[src/rtl/decrypter_out_pkg.sv]
// Shared frame constants and FSM encoding for the decryption output path.
// The UART receive/load path uses the same constants, so the frame format is defined once.
package decrypter_out_pkg;

    localparam int unsigned WordW        = 32;
    localparam int unsigned BytesPerWord = 4;
    localparam int unsigned ByteW        = 8;

    localparam logic [2:0] StIdle     = 3'd0;
    localparam logic [2:0] StSend     = 3'd1;
    localparam logic [2:0] StGuard    = 3'd2;
    localparam logic [2:0] StWaitTx   = 3'd3;
    localparam logic [2:0] StWaitWord = 3'd4;

    // Drop the byte just sent; frames go out MSB first.
    function automatic logic [WordW-1:0] shift_byte(input logic [WordW-1:0] w);
        return {w[WordW-ByteW-1:0], {ByteW{1'b0}}};
    endfunction

endpackage

[src/rtl/decrypter_out.sv]
// Serializes a length header plus FastModExp result words onto the UART byte interface,
// with a one-word holding register for results that arrive mid-transmission.
module decrypter_out
    import decrypter_out_pkg::*;
#(
    parameter int unsigned WORD_W = WordW
) (
    input  logic              clk,
    input  logic              rst,
    input  logic              start,
    input  logic [WORD_W-1:0] msg_len,
    input  logic              fme_done,
    input  logic [WORD_W-1:0] fme_data_out,
    input  logic              tx_busy,
    output logic              tx_start,
    output logic [7:0]        tx_data,
    output logic              busy,
    output logic              done,
    output logic              overflow
);

    logic [2:0]        state_q, state_d;
    logic [WORD_W-1:0] shreg_q, shreg_d;
    logic [1:0]        byte_cnt_q, byte_cnt_d;
    logic [WORD_W-1:0] hold_q, hold_d;
    logic              hold_valid_q, hold_valid_d;
    logic [WORD_W-1:0] len_q, len_d;
    logic [WORD_W-1:0] words_sent_q, words_sent_d;
    logic              is_header_q, is_header_d;
    logic              done_q, done_d;
    logic              overflow_q, overflow_d;
    logic              load_hold;

    always_comb begin
        state_d      = state_q;
        shreg_d      = shreg_q;
        byte_cnt_d   = byte_cnt_q;
        hold_d       = hold_q;
        hold_valid_d = hold_valid_q;
        len_d        = len_q;
        words_sent_d = words_sent_q;
        is_header_d  = is_header_q;
        done_d       = 1'b0;
        overflow_d   = overflow_q;
        tx_start     = 1'b0;
        load_hold    = 1'b0;

        case (state_q)
            StIdle: begin
                if (start) begin
                    len_d        = msg_len;
                    shreg_d      = msg_len;
                    byte_cnt_d   = 2'd0;
                    words_sent_d = '0;
                    is_header_d  = 1'b1;
                    overflow_d   = 1'b0;
                    hold_valid_d = 1'b0;
                    state_d      = StSend;
                end
            end
            StSend: begin
                if (!tx_busy) begin
                    tx_start = 1'b1;
                    state_d  = StGuard;
                end
            end
            // tx_busy only rises the cycle after tx_start, so it is not trusted here.
            StGuard: state_d = StWaitTx;
            StWaitTx: begin
                if (!tx_busy) begin
                    if (byte_cnt_q != 2'(BytesPerWord - 1)) begin
                        shreg_d    = shift_byte(shreg_q);
                        byte_cnt_d = byte_cnt_q + 2'd1;
                        state_d    = StSend;
                    end else if (words_sent_q == len_q) begin
                        done_d  = 1'b1;
                        state_d = StIdle;
                    end else begin
                        state_d = StWaitWord;
                    end
                end
            end
            StWaitWord: begin
                if (hold_valid_q) begin
                    load_hold    = 1'b1;
                    shreg_d      = hold_q;
                    byte_cnt_d   = 2'd0;
                    is_header_d  = 1'b0;
                    words_sent_d = words_sent_q + WORD_W'(1);
                    hold_valid_d = 1'b0;
                    state_d      = StSend;
                end
            end
            default: state_d = StIdle;
        endcase

        // A word loaded this cycle frees the hold, so a same-cycle result is captured.
        if (state_q != StIdle && fme_done) begin
            if (words_sent_q == len_q || (hold_valid_q && !load_hold)) begin
                overflow_d = 1'b1;
            end else begin
                hold_d       = fme_data_out;
                hold_valid_d = 1'b1;
            end
        end
    end

    always_ff @(posedge clk or posedge rst) begin
        if (rst) begin
            state_q      <= StIdle;
            shreg_q      <= '0;
            byte_cnt_q   <= 2'd0;
            hold_q       <= '0;
            hold_valid_q <= 1'b0;
            len_q        <= '0;
            words_sent_q <= '0;
            is_header_q  <= 1'b0;
            done_q       <= 1'b0;
            overflow_q   <= 1'b0;
        end else begin
            state_q      <= state_d;
            shreg_q      <= shreg_d;
            byte_cnt_q   <= byte_cnt_d;
            hold_q       <= hold_d;
            hold_valid_q <= hold_valid_d;
            len_q        <= len_d;
            words_sent_q <= words_sent_d;
            is_header_q  <= is_header_d;
            done_q       <= done_d;
            overflow_q   <= overflow_d;
        end
    end

    assign tx_data  = shreg_q[WORD_W-1 -: 8];
    assign busy     = (state_q != StIdle);
    assign done     = done_q;
    assign overflow = overflow_q;

endmodule

[config.mk]
export PLATFORM = sky130hd
export DESIGN_NAME = decrypter_out
export DESIGN_NICKNAME = d
export VERILOG_FILES = /design/src/rtl/decrypter_out_pkg.sv /design/src/rtl/decrypter_out.sv
export SDC_FILE = /design/constraint.sdc
export NUM_CORES = 1
export LEC_CHECK = 0
export ABC_AREA = 1
export BUFFER_PORTS_ARGS = -buffer_cell sky130_fd_sc_hd__buf_2
export CAP_MARGIN = 30
export CORE_UTILIZATION = 40
export CTS_BUF_LIST = sky130_fd_sc_hd__clkbuf_8
export CTS_CLUSTER_SIZE = 30
export DETAILED_ROUTE_END_ITERATION = 12
export PLACE_DENSITY = 0.62
export SYNTH_ARGS = -nofsm -noshare
export SYNTH_HDL_FRONTEND = slang
export SYNTH_SLANG_ARGS = --single-unit
[constraint.sdc]
create_clock -name clk -period 5.15 [get_ports clk]
set_input_delay 0.2575 -clock clk [delete_from_list [all_inputs] [get_ports clk]]
set_output_delay 0.2575 -clock clk [all_outputs]
set_load 0.02 [all_outputs]
; ---- Word-level counts from Yosys, hierarchy flattened
; Cells that the tools add are included.
[word_totals]
reg_bits = 136
in_bits = 69
output_inout_bits = 12
wordCells = 72
[op_classes]
n_eq_ne = 11
bitwise_logic = 1
addsub = 2
n_reduce_logical = 13
mux = 36
[ops]
columns = op, count
row1 = $mux 32, 6
row2 = $pmux 32 s3, 1
row3 = $pmux 32 s2, 1
row4 = $add 32x1->32 const B, 1
row5 = $eq 32x32->1, 1
row6 = $mux 3, 6
row7 = $mux 1, 15
row8 = $pmux 3 s5, 1
row9 = $ne 2x2->1 const B, 6
row10 = $mux 2, 4
row11 = $eq 3x2->1 const B, 2
row12 = $pmux 2 s3, 1
row13 = $reduce_bool 3->1, 2
row14 = $reduce_and 5->1, 1
row15 = $reduce_and 2->1, 2
row16 = $reduce_and 4->1, 1
row17 = $eq 3x1->1 const B, 1
row18 = $eq 3x3->1 const B, 1
row19 = $logic_not 3->1, 1
row20 = $reduce_and 3->1, 1
row21 = $add 2x1->2 const B, 1
row22 = $logic_and 1x1->1, 2
row23 = $pmux 1 s2, 1
row24 = $reduce_bool 2->1, 1
row25 = 3 further kinds, 3

; ---- Longest topological paths before layout
; Gate-level depths: netlist of the first run.
[logic_depth]
ltp_word = 7
mapped_depth = 12
mapped_depth_nobuf = 12

; ---- Least setup slack after synthesis of the first run
; No wires, ideal clock.
[synth_timing]
path_type = reg-to-reg
startpoint = register words_sent_q[0]
endpoint = register words_sent_q[18]
n_path_buf = 0
stages_incl_launch_ff = 9
t_required_ps = 5029
setup_time_ps = 121
t_arrival_ps = 1468
slack_ps = 3561
period_less_slack_ps = 1589
path_cell_list = dfrtp_1 ha_1 nand3_1 nor2_2 nand3_1 nor2_1 nand3_1 xor2_1 nor2_1
[synth_via]
elab_chain_len = 3
[synth_rtl]
columns = element, line_no
row1 = from (decl), decrypter_out.sv:28  ; logic [WORD_W-1:0] words_sent_q, words_sent_d;
row2 = from (signal assigned), decrypter_out.sv:127  ; words_sent_q <= words_sent_d;
row3 = $add 32x1->32, decrypter_out.sv:89  ; words_sent_d = words_sent_q + WORD_W'(1);
row4 = $mux 32, decrypter_out.sv:84  ; if (hold_valid_q) begin
row5 = $pmux 32 s2, decrypter_out.sv:48  ; case (state_q)
; No other way between the ends. The select of a mux whose other input is x is not followed.
; A chain may end at the register's enable or synchronous reset.

; ---- Worst setup path after layout of the first run
[layout_timing]
startpoint = register state_q[2]
endpoint = register shreg_q[24]
[layout_via]
elab_chain_len = 3
elab_cells_between_ends = 10
classes_between = eq/ne: 6 / mux: 1 / reduce/logical: 3
[layout_rtl]
columns = element, line_no
row1 = from (decl), decrypter_out.sv:22  ; logic [2:0] state_q, state_d;
row2 = from (signal assigned), decrypter_out.sv:110  ; state_q <= StIdle;
row3 = from (signal assigned), decrypter_out.sv:121  ; state_q <= state_d;
row4 = "$eq 3x2->1, or another cell as far along", decrypter_out.sv:48
row5 = $ne 2x2->1 (no source line) or $reduce_bool 3->1 (tied branches), n/a
row6 = $reduce_and 5->1 (no source line), n/a
row7 = to (signal assigned), decrypter_out.sv:122  ; shreg_q <= shreg_d;
row8 = to (decl), decrypter_out.sv:23  ; logic [WORD_W-1:0] shreg_q, shreg_d;
; Parallel ways exist; a longest one is shown, timed or not.

==> run_results.csv, run 1 <==
group,metric,value,unit
run_status,status,"completed",
worst_setup_path,cp_max_fo,67,
power,switching_share,0.402,
yosys,synth_edf_count,0,
yosys,synth_xor_area_frac,0.0355,
yosys,yosysTopAreaCell,"dfrtp_1",
yosys,yosys.area_share.adder,0.00349,
worst_setup_path,cp.required,5.45,ns
finish,syn_to_final_growth,13.1,%
timing,finClkSkew,0.00959,ns
timing,finalSetupTns,0,ns
clock_network,cts_tree,"built",
detailed_routing,drc,0,
die,die_area,18400,um^2
place,hpwl,12700,um
worst_setup_path,endpoint_kind,"flip-flop",
yosys,netlist_top_cells_area,"dfrtp_1 48%, nand2_1 16%, nand4_1 4.8%",
detailed_routing,antenna_left,0,
detailed_routing,drt-pass1-iter-count,5,
worst_setup_path,critPathLaunchType,"flip-flop",
clock_network,clockRootBuffer,"clkbuf_8",
finish,final_cell_mix,"310 x nand2_1, 136 x dfrtp_1, 80 x buf_2",
yosys,synth_simple_gate_area_frac,0.303,
finish,multi_input_area,3170,um^2
yosys,synth-seq-cells,136,
die,start_util,0.411,
global_route,grt_pass1_wl,29400,um
flow_run,drv_cap,0,
timing,tightest_slew,1.01,ns
global_route,grt-ovfl-total,0,
finish,layout_commonest_cell,"nand2_1",
place,port_buffers,80,
finish,drive_gt1_frac,0.162,
yosys,synthArstFlopShare,1.00,
yosys,netlist_instances,914,
timing,period_share,0.511,
yosys,synth_top_family_by_area,"simple AND/OR/NAND/NOR gates",
place,finalWeightedCongestion,0.880,
detailed_routing,drtIter0Drc,390,
clock_network,clock_latency,0.45,ns
detailed_routing,via_per_inst,5.06,
global_route,grt_max_degree,102,
power,p_int,2.48,mW
power,p_sw,1.66,mW
worst_setup_path,crit_slowest_cell,"nor2_4",
global_route,antenna_found_initial,0,
timing,relSlewSlack,0.323,
finish,fin_area,8100,um^2
finish,nFillCells,1780,
clock_network,cts_setup_buffers,0,
yosys,ys_seq_area_frac,0.475,
timing,fmax,380,MHz
clock_network,cts.sinks,136,
yosys,yosys_warnings,0,
finish,final-seq-area,3400,um^2
detailed_routing,wl_per_cell,14.6,um
die,fp.dieH,136,um
power,p_leak,3.81,nW
clock_network,path_clk_slew,0.08,ns
power,comb_power_share,0.373,
yosys,muxShareOfSynthArea,0,
worst_setup_path,cpMostUsedCell,"nor2_4",
finish,final_nets,1043,
finish,antenna_cells,0,
detailed_routing,route.vias.total,6123,
yosys,synth_ff_type,"dfrtp_1",
hold_path,hold_path_class,"primary input to flip-flop",
yosys,avgSynthCellArea,7.84,um^2
timing,fin_crit,2.63,ns
clock_network,cts_buffer_depth,2,
yosys,ys_types,38,
power,vdd.ir_drop.worst,0.000219,V
yosys,yosysTopAreaCellShare,0.475,
worst_setup_path,worstPathCellList,"inv_2 > nor2_4 > nand2_2 > nand3_2 > nor2_4 > buf_4 > nor2_1 > a41oi_2",
global_route,grt_use_total,0.207,
yosys,syn-cell-area,7160,um^2
power,powerDensity,511,nW/um^2
timing,rsz0062_at_grt,"false",
clock_network,cts_max_level,4,
timing,setup_viol,0,
clock_network,cts-resized-gates,0,
yosys,synth.net_count,985,
worst_setup_path,cp.arrival,2.94,ns
yosys,synth-compound-area-share,0.0994,
timing,slew_viol_final,0,
power,seqPwrFrac,0.409,
die,pin_count,81,
clock_network,cts_hold_buf,2,
die,rows,48,
detailed_routing,wl,17600,um
worst_setup_path,critPathMaxStageDelay,0.80,ns
timing,hold_viol,0,
place,placed_cell_area,7610,um^2
clock_network,cts_made_buffers,17,
die,core,17400,um^2
worst_setup_path,criticalPathCategory,"flip-flop to flip-flop",
power,p_clk_frac,0.218,
die,die_w,136,um
global_route,grt_pass1_vias,5808,
==> stage by stage <==
step / utilization / cells / worst slack, ns / total power [mW] / hold WS, ns
floorplan: - / 914 / 1.25 / 2.97 / 0.331
global placement: 0.436 / 1172 / 2.47 / 3.19 / 0.458
detailed placement: 0.437 / 1173 / 2.35 / 3.24 / 0.460
CTS: 0.461 / 1207 / 2.34 / 4.15 / 0.00290
global route: 0.465 / 1210 / 2.29 / 4.47 / 0.0327
finish: 0.465 / 1210 / 2.52 / 4.14 / 0.0292
==> layer usage <==
layer | up-vias | wire length (um) | track usage
li1 | 3088 | - | -
met1 | 2849 | 8240 | 0.279
met2 | 152 | 8210 | 0.325
met3 | 34 | 691 | 0.0380
met4 | 0 | 462 | 0.0893
met5 | - | 0 | 0
==> synth_stat cells, types with 6 or more instances <==
library cell and count:
nand2_1 310, dfrtp_1 136, inv_1 74, nor2_1 67, nand4_1 55, o21ai_0 40, nand3_1 27, a21oi_1 25
xnor2_1 25, o21ai_1 24, buf_2 17, clkbuf_1 15, nor3_1 15, a41oi_2 9, inv_2 9, buf_4 8
nand2_2 7, nor2_2 7, buf_6 6
==> cells by family after synthesis <==
| kind of cell | Yosys count |
|---|---|
| flip-flops | 136 |
| XOR/XNOR | 29 |
| adder cells (fa/ha/maj) | 2 |
| AND/OR/NAND/NOR | 500 |
| buffers and inverters | 133 |
| AO/OA/AOI/OAI | 114 |
==> worst paths after layout <==
path                                  start  cells after the start              end  slack, ns
worst min register to register   hold_q[27]                      2       hold_q[27]       0.47
min in group asynchronous               rst                      4  words_sent_q[3]       0.44
worst max-delay path             state_q[2]                      8      shreg_q[24]       2.52
max in group asynchronous               rst                      5             done       3.77
worst max register to register   state_q[2]                      8      shreg_q[24]       2.52
worst min-delay path            msg_len[29]                      3        len_q[29]       0.03
==> cell type report <==
type | instances | area share
inverter | 83 | 0.0391
clock buffer | 19 | 0.0323
multi-input combinational | 645 | 0.391
clock inverter | 13 | 0.0179
sequential | 136 | 0.420
timing repair buffer | 89 | 0.0646
tap | 225 | 0.0348
==> worst max-delay path, delay by kind of cell (launching register included) <==
kind                   cells  cell delay, ns
AND/OR/NAND/NOR            5            1.46
flip-flops                 1            0.51
buffers and inverters      2            0.42
AO/OA/AOI/OAI              1            0.05
==> sequential cells by signal (all words and copies together) (netlist names) <==
| signal | cells |
|---|---|
| overflow | 1 |
| state_q | 3 |
| words_sent_q | 32 |
| shreg_q | 32 |
| byte_cnt_q | 2 |
| done | 1 |
| len_q | 32 |
| hold_q | 32 |
| hold_valid_q | 1 |
==> power groups by stage <==
| stage | Combinational, mW | Sequential (mW) | Clock, mW |
|---|---|---|---|
| 2_1_floorplan | 1.32 | 1.65 | 0 |
| 3_3_place_gp | 1.49 | 1.71 | 0 |
| 3_5_place_dp | 1.52 | 1.71 | 0 |
| 4_1_cts | 1.53 | 1.69 | 0.922 |
| 5_1_grt | 1.77 | 1.74 | 0.963 |
| 6_report | 1.54 | 1.69 | 0.903 |
No activity file was read; power rests on OpenSTA's default activity.
==> run 2, diff against run 1 <==
==> constraint.sdc (replaced) <==
create_clock -name clk -period 2.51 [get_ports clk]
set_input_delay 0.1255 -clock clk [delete_from_list [all_inputs] [get_ports clk]]
set_output_delay 0.1255 -clock clk [all_outputs]
set_load 0.02 [all_outputs]
==> run 2 against run 1 <==
Worst hold slack better by 0.0035 ns. Cell count up 6.0%. Combinational power increased by 120%. Clock skew rose by 0.0038 ns. Register-to-register slack worse by 2.1 ns. Cell area increased by 9.2%. Sequential power increased by 110%. Critical path type unchanged.
==> run_results.csv, run 2 (synthesis results as in run 1) <==
group,metric,value,unit
worst_setup_path,endpoint_kind,"flip-flop",
clock_network,cts_buffer_depth,2,
power,vdd.ir_drop.worst,0.000510,V
worst_setup_path,cp.arrival,2.42,ns
finish,syn_to_final_growth,23.4,%
finish,final_nets,1117,
die,die_w,136,um
worst_setup_path,reg2reg_to,"hold_q[11]",
die,rows,48,
detailed_routing,drc,0,
hold_path,hold_end,"len_q[13]",
clock_network,cts_made_buffers,17,
global_route,grt_use_total,0.222,
die,die_area,18400,um^2
hold_path,whs_path_depth,3,
hold_path,hold_path_class,"primary input to flip-flop",
timing,slew_viol_final,0,
worst_setup_path,timing.reg2reg.setup_slack,0.41,ns
detailed_routing,route.met3.wl,738,um
place,finalWeightedCongestion,0.857,
timing,rsz0062_at_grt,"false",
place,port_buffers,80,
worst_setup_path,criticalPathCategory,"flip-flop to flip-flop",
clock_network,path_clk_slew,0.08,ns
timing,finalSetupTns,0,ns
timing,setup_viol,0,
detailed_routing,wl,19100,um
place,place_inst,1187,
global_route,grt-ovfl-total,0,
place,place_ws,0.450,ns
clock_network,cts.sinks,136,
worst_setup_path,critPathLaunchType,"flip-flop",
global_route,grt_pass1_vias,6192,
timing,fmax,477,MHz
run_status,status,"completed",
finish,drive_gt1_frac,0.160,
die,fp.dieH,136,um
detailed_routing,highest_layer,"met4",
detailed_routing,m1WireLength,8880,um
finish,final_cell_mix,"310 x nand2_1, 136 x dfrtp_1, 80 x buf_2",
finish,antenna_cells,0,
clock_network,cts_max_level,4,
detailed_routing,wl_per_cell,14.9,um
detailed_routing,route.vias.total,6398,
detailed_routing,drtIter0Drc,413,
flow_run,drv_cap,0,
timing,hold_viol,0,
clock_network,clockRootBuffer,"clkbuf_8",
timing,setup_slack,0.414,ns
worst_setup_path,cp_max_fo,33,
worst_setup_path,reg2reg_depth,8,
clock_network,cts-resized-gates,0,
detailed_routing,antenna_left,0,
global_route,grt_pass1_wl,31500,um
hold_path,hp-start,"msg_len[13]",
clock_network,cts_tree,"built",
timing,period_share,0.835,
timing,tightest_slew,0.745,ns
global_route,antenna_found_initial,0,
die,pin_count,81,
place,hpwl,13500,um
finish,layout_commonest_cell,"nand2_1",
timing,finClkSkew,0.0133,ns
die,start_util,0.411,
detailed_routing,wl_met2,8910,um
power,powerDensity,1000,nW/um^2
timing,relSlewSlack,0.502,
die,core,17400,um^2
global_route,grt_max_degree,68,
detailed_routing,via_per_inst,4.99,
finish,final_cells,1282,
detailed_routing,drt-pass1-iter-count,5,
worst_setup_path,cp.required,2.84,ns
clock_network,clock_latency,0.45,ns
worst_setup_path,r2r_start,"state_q[1]",
power,p_leak,4.15,nW
timing,fin_crit,2.10,ns
## run 2: cell types whose count changed in the layout (fill, tap and decap cells not counted), sizes merged
cell and delta:
clkbuf +2, bufinv +2, clkinv -2, clkinvlp -2, dlygate4sd3 +62, inv -2, buf +12
## run 2: repair_timing
item | 4_1_cts | 5_1_grt
hold buffers | 65 | 0
endpoints found under the hold margin | 104 | 0
buffers inserted | 0 | 0
## run 2: report_power, final
group / internal, mW / leakage [nW] / switching (mW)
registers: 3.01 / 1.71 / 0.475
clock network: 1.17 / 0.229 / 0.831
logic: 1.24 / 2.21 / 2.12
total: 5.43 / 4.15 / 3.43
## run 2: layout make-up
class / count / area, um^2
fill: 1707 / 8580
sequential: 136 / 3400
multi-input combinational: 645 / 3170
timing repair buffer: 163 / 1240
inverter: 83 / 315
clock buffer: 21 / 289
tap: 225 / 282
clock inverter: 9 / 148
## run 2: critical path, stage by stage, from the launching register on
cell	delay (ns)
dfrtp_1	0.44
inv_2	0.07
nand2_2	0.09
inv_1	0.17
nand2_1	0.15
nand2_1	0.20
nand3_2	0.55
nand2_1	0.23
nand2_1	0.06
## run 2: through the flow
| stage | area [um^2] | power (mW) | hold slack (ns) | utilization |
|---|---|---|---|---|
| floorplan | 7170 | 6.10 | 0.199 | - |
| global placement | 7750 | 6.74 | 0.297 | 0.445 |
| detailed placement | 7750 | 6.83 | 0.291 | 0.445 |
| CTS | 8840 | 8.91 | 0.00953 | 0.508 |
| global route | 8840 | 9.54 | 0.0334 | 0.508 |
| finish | 8840 | 8.85 | 0.0327 | 0.508 |
## run 2: how the worst max path moves through the flow
stage	start	end	slack [ns]	depth (start not counted)
2_1_floorplan	rst	byte_cnt_q[0]	0.69	1
3_3_place_gp	state_q[1]	hold_q[2]	0.47	8
3_5_place_dp	state_q[1]	hold_q[22]	0.45	8
4_1_cts	state_q[1]	hold_q[22]	0.44	8
5_1_grt	state_q[1]	hold_q[13]	0.23	8
6_report	state_q[1]	hold_q[11]	0.41	8
## run 2: layer usage
metal | up-vias | GRT usage
met5 | - | 0
met4 | 0 | 0.0861
met3 | 38 | 0.0414
met2 | 156 | 0.354
met1 | 2979 | 0.299
li1 | 3225 | -
==> run 3, diff against run 2 <==
--- a/config.mk
+++ b/config.mk
@@ -5,14 +5,14 @@
 export SDC_FILE = /design/constraint.sdc
 export NUM_CORES = 1
 export LEC_CHECK = 0
-export ABC_AREA = 1
+export ABC_AREA = 0
 export BUFFER_PORTS_ARGS = -buffer_cell sky130_fd_sc_hd__buf_2
 export CAP_MARGIN = 30
 export CORE_UTILIZATION = 40
 export CTS_BUF_LIST = sky130_fd_sc_hd__clkbuf_8
 export CTS_CLUSTER_SIZE = 30
 export DETAILED_ROUTE_END_ITERATION = 12
-export PLACE_DENSITY = 0.62
+export PLACE_DENSITY = 0.65
 export SYNTH_ARGS = -nofsm -noshare
 export SYNTH_HDL_FRONTEND = slang
 export SYNTH_SLANG_ARGS = --single-unit
==> constraint.sdc (replaced) <==
create_clock -name clk -period 1.87 [get_ports clk]
set_input_delay 0.0935 -clock clk [delete_from_list [all_inputs] [get_ports clk]]
set_output_delay 0.0935 -clock clk [all_outputs]
set_load 0.02 [all_outputs]
==> run 3 against run 2 <==
The flow now finishes with violations (negative setup slack). Clock skew decreased by 0.00078 ns. Wire length increased by 1.9%. Count of clock-buffer cells in the layout decreased by 3. Synthesized cell count decreased by 24%. Largest power group unchanged. Non-clock buffer count increased by 70. Power increased by 38%. Worst setup slack got worse by 0.77 ns. Critical endpoint is now hold_q[31]. Cell area increased by 4.3%. Clock power increased by 36%. Cell count decreased by 12%. Critical path depth decreased by 2. Global-route usage increased by 0.40 points.
==> run_results.csv, run 3 <==
group,metric,value,unit
yosys,yosys.area_share.adder,0.00372,
worst_setup_path,reg2reg_depth,6,
global_route,grt_pass1_vias,5899,
detailed_routing,drc,0,
global_route,grt_pass1_wl,30600,um
worst_setup_path,crit_buf_inv,1,
finish,fin_util,0.560,
die,die_w,132,um
worst_setup_path,timing.reg2reg.setup_slack,-0.36,ns
die,die_area,17300,um^2
yosys,netlist_top_cells_area,"dfrtp_1 51%, nand2_1 6.4%, xor2_1 6.1%",
yosys,yosys_warnings,0,
global_route,grt_use_total,0.227,
worst_setup_path,critPathLaunchType,"flip-flop",
die,fp.dieH,132,um
run_status,violations,"negative setup slack",
clock_network,cts_made_buffers,17,
finish,drive_gt1_frac,0.284,
yosys,synth-seq-cells,136,
place,hpwl,12700,um
power,switching_share,0.361,
yosys,muxShareOfSynthArea,0.0585,
worst_setup_path,path_delay_family,"simple AND/OR/NAND/NOR gates",
yosys,synth_xor_area_frac,0.0743,
timing,tightest_slew,0.500,ns
die,start_util,0.408,
worst_setup_path,criticalPathCategory,"flip-flop to flip-flop",
worst_setup_path,endpoint_kind,"flip-flop",
worst_setup_path,critPathMaxStageDelay,0.43,ns
finish,final_cell_mix,"134 x dfrtp_1, 112 x nand2_1, 90 x nor2_1",
worst_setup_path,cp.required,2.20,ns
timing,rsz0062_at_grt,"true",
detailed_routing,drt-pass1-iter-count,5,
detailed_routing,wl,19400,um
timing,fmax,448,MHz
timing,finalSetupTns,-10.85,ns
yosys,synth_most_common_cell,"dfrtp_1",
yosys,yosysTopAreaCell,"dfrtp_1",
timing,fin_crit,2.23,ns
finish,final_cells,1132,
clock_network,path_clk_slew,0.08,ns
timing,period_share,1.19,
flow_run,drv_cap,0,
worst_setup_path,cp_max_fo,24,
detailed_routing,route.met3.wl,1060,um
finish,nFillCells,1463,
clock_network,cts_max_level,4,
timing,slew_viol_final,0,
worst_setup_path,worstPathCellList,"xor2_1 > nor4_2 > nand4_1 > o2111ai_4 > buf_12 > mux2_2",
hold_path,hold_path_class,"primary input to asynchronous set/reset pin",
timing,hold_viol,0,
yosys,synth_top_family_by_area,"simple AND/OR/NAND/NOR gates",
worst_setup_path,r2r_start,"words_sent_q[20]",
yosys,synthArstFlopShare,1.00,
global_route,grt-ovfl-total,0,
detailed_routing,wl_met2,9200,um
power,vdd.ir_drop.worst,0.000773,V
die,pin_count,81,
clock_network,cts_tree,"built",
clock_network,cts_buffer_depth,2,
power,p_int,7.78,mW
clock_network,clockRootBuffer,"clkbuf_8",
power,powerDensity,1320,nW/um^2
place,port_buffers,80,
worst_setup_path,crit_slowest_cell,"dfrtp_1",
timing,setup_viol,33,
global_route,antenna_found_initial,0,
die,rows,47,
yosys,ys_seq_area_frac,0.506,
detailed_routing,highest_layer,"met4",
yosys,netlist_instances,696,
clock_network,clock_latency,0.45,ns
global_route,grt_max_degree,65,
place,place_inst,1024,
yosys,synth.net_count,767,
finish,antenna_cells,0,
place,finalWeightedCongestion,0.866,
yosys,synth-compound-area-share,0.105,
detailed_routing,route.vias.total,6014,
timing,relSlewSlack,0.666,
power,comb_power_share,0.387,
power,power.total,12.2,mW
run_status,status,"finished with violations",
yosys,synth_ff_type,"dfrtp_1",
yosys,synth_edf_count,0,
detailed_routing,antenna_left,0,
yosys,ys_types,44,
finish,syn_to_final_growth,37.2,%
yosys,synth_simple_gate_area_frac,0.212,
detailed_routing,wl_per_cell,17.2,um
power,p_clk_frac,0.223,
yosys,syn-cell-area,6720,um^2
power,p_leak,4.38,nW
power,p_sw,4.40,mW
die,core,16500,um^2
power,seqPwrFrac,0.391,
detailed_routing,via_per_inst,5.31,
detailed_routing,drtIter0Drc,433,
yosys,avgSynthCellArea,9.66,um^2
detailed_routing,m1WireLength,8640,um
finish,layout_commonest_cell,"dfrtp_1",
clock_network,cts.sinks,136,
timing,finClkSkew,0.0126,ns
worst_setup_path,reg2reg_to,"hold_q[31]",
finish,final_nets,970,
yosys,yosysTopAreaCellShare,0.506,
timing,setup_slack,-0.360,ns
yosys,synthTopCellsByCount,"136 x dfrtp_1, 114 x nand2_1, 92 x nor2_1",
worst_setup_path,cp.arrival,2.56,ns
==> run 3: cell types whose count changed in the layout (fill, tap and decap cells not counted), moves of 15 or more <==
cell / before / now
xnor2_1: 25 / 10
nand4_1: 55 / 12
nor2_1: 67 / 90
nand2_1: 310 / 112
o21ai_1: 24 / 2
nor3b_1: 1 / 24
mux2_4: 0 / 19
inv_1: 74 / 4
o221ai_1: 3 / 24
buf_4: 14 / 71
xor2_1: 4 / 47
mux2_2: 0 / 15
==> run 3: layout make-up <==
cell class              instances  area (um^2)  share of cell area
repair buffers                233         1860               0.202
multi-input cells             506         3220               0.349
clock inverters                14          195              0.0212
well taps                     220          275              0.0298
flip-flops and latches        136         3410               0.369
clock buffers                  18          248              0.0269
inverters                       5         22.5             0.00244
==> run 3: through the flow <==
| stage | cell area [um^2] | hold slack, ns | setup slack (ns) |
|---|---|---|---|
| finish | 9220 | 0.103 | -0.360 |
| global route | 9220 | 0.0775 | -0.419 |
| CTS | 9000 | 0.0516 | -0.316 |
| detailed placement | 7870 | 0.0241 | -0.315 |
| global placement | 7870 | 0.0218 | -0.298 |
| floorplan | 6800 | 0.199 | -0.153 |
==> run 3: worst min-delay path: stages <==
cell and delay (ns):
dlygate4sd3_1 0.53, buf_2 0.13, clkinvlp_4 0.16
==> run 3: layer usage <==
metal  GRT usage  vias to the layer above
li1            -                     2809
met1       0.308                     2936
met2       0.352                      229
met3      0.0478                       40
met4      0.0904                        0
met5           0                        -
==> run 3: power groups by stage <==
stage / registers, mW / clock network (mW) / logic [mW]
3_5_place_dp: 4.78 / 0 / 4.18
3_3_place_gp: 4.75 / 0 / 4.12
4_1_cts: 4.73 / 2.75 / 4.35
5_1_grt: 4.88 / 2.88 / 5.15
6_report: 4.76 / 2.71 / 4.71
2_1_floorplan: 4.56 / 0 / 3.19
==> run 3: how the worst max path moves through the flow <==
stage	start	end	slack, ns	cells after the start
floorplan	words_sent_q[12]	hold_q[19]	-0.15	6
global placement	words_sent_q[20]	hold_q[28]	-0.30	6
detailed placement	words_sent_q[20]	hold_q[26]	-0.32	6
CTS	words_sent_q[24]	hold_q[26]	-0.32	7
global route	words_sent_q[20]	hold_q[31]	-0.42	6
finish	words_sent_q[20]	hold_q[31]	-0.36	6
==> run 3: repair_timing <==
item / 4_1_cts / 5_1_grt
endpoints found under the setup margin: 34 / 82
pin swaps: 0 / 8
endpoints found under the hold margin: 207 / 0
hold buffers: 67 / 0
setup buffers: 0 / 7
gates resized for setup: 4 / 32
gates cloned: 0 / 3
==> run 3: logic make-up (layout without fill, tap and decap cells) <==
group	after synthesis	in the layout
compound gates	112	112
mux	35	35
simple gates	300	300
xor+xnor	57	57
flops	136	136
buf+inv	54	270
fa+ha+maj	2	2
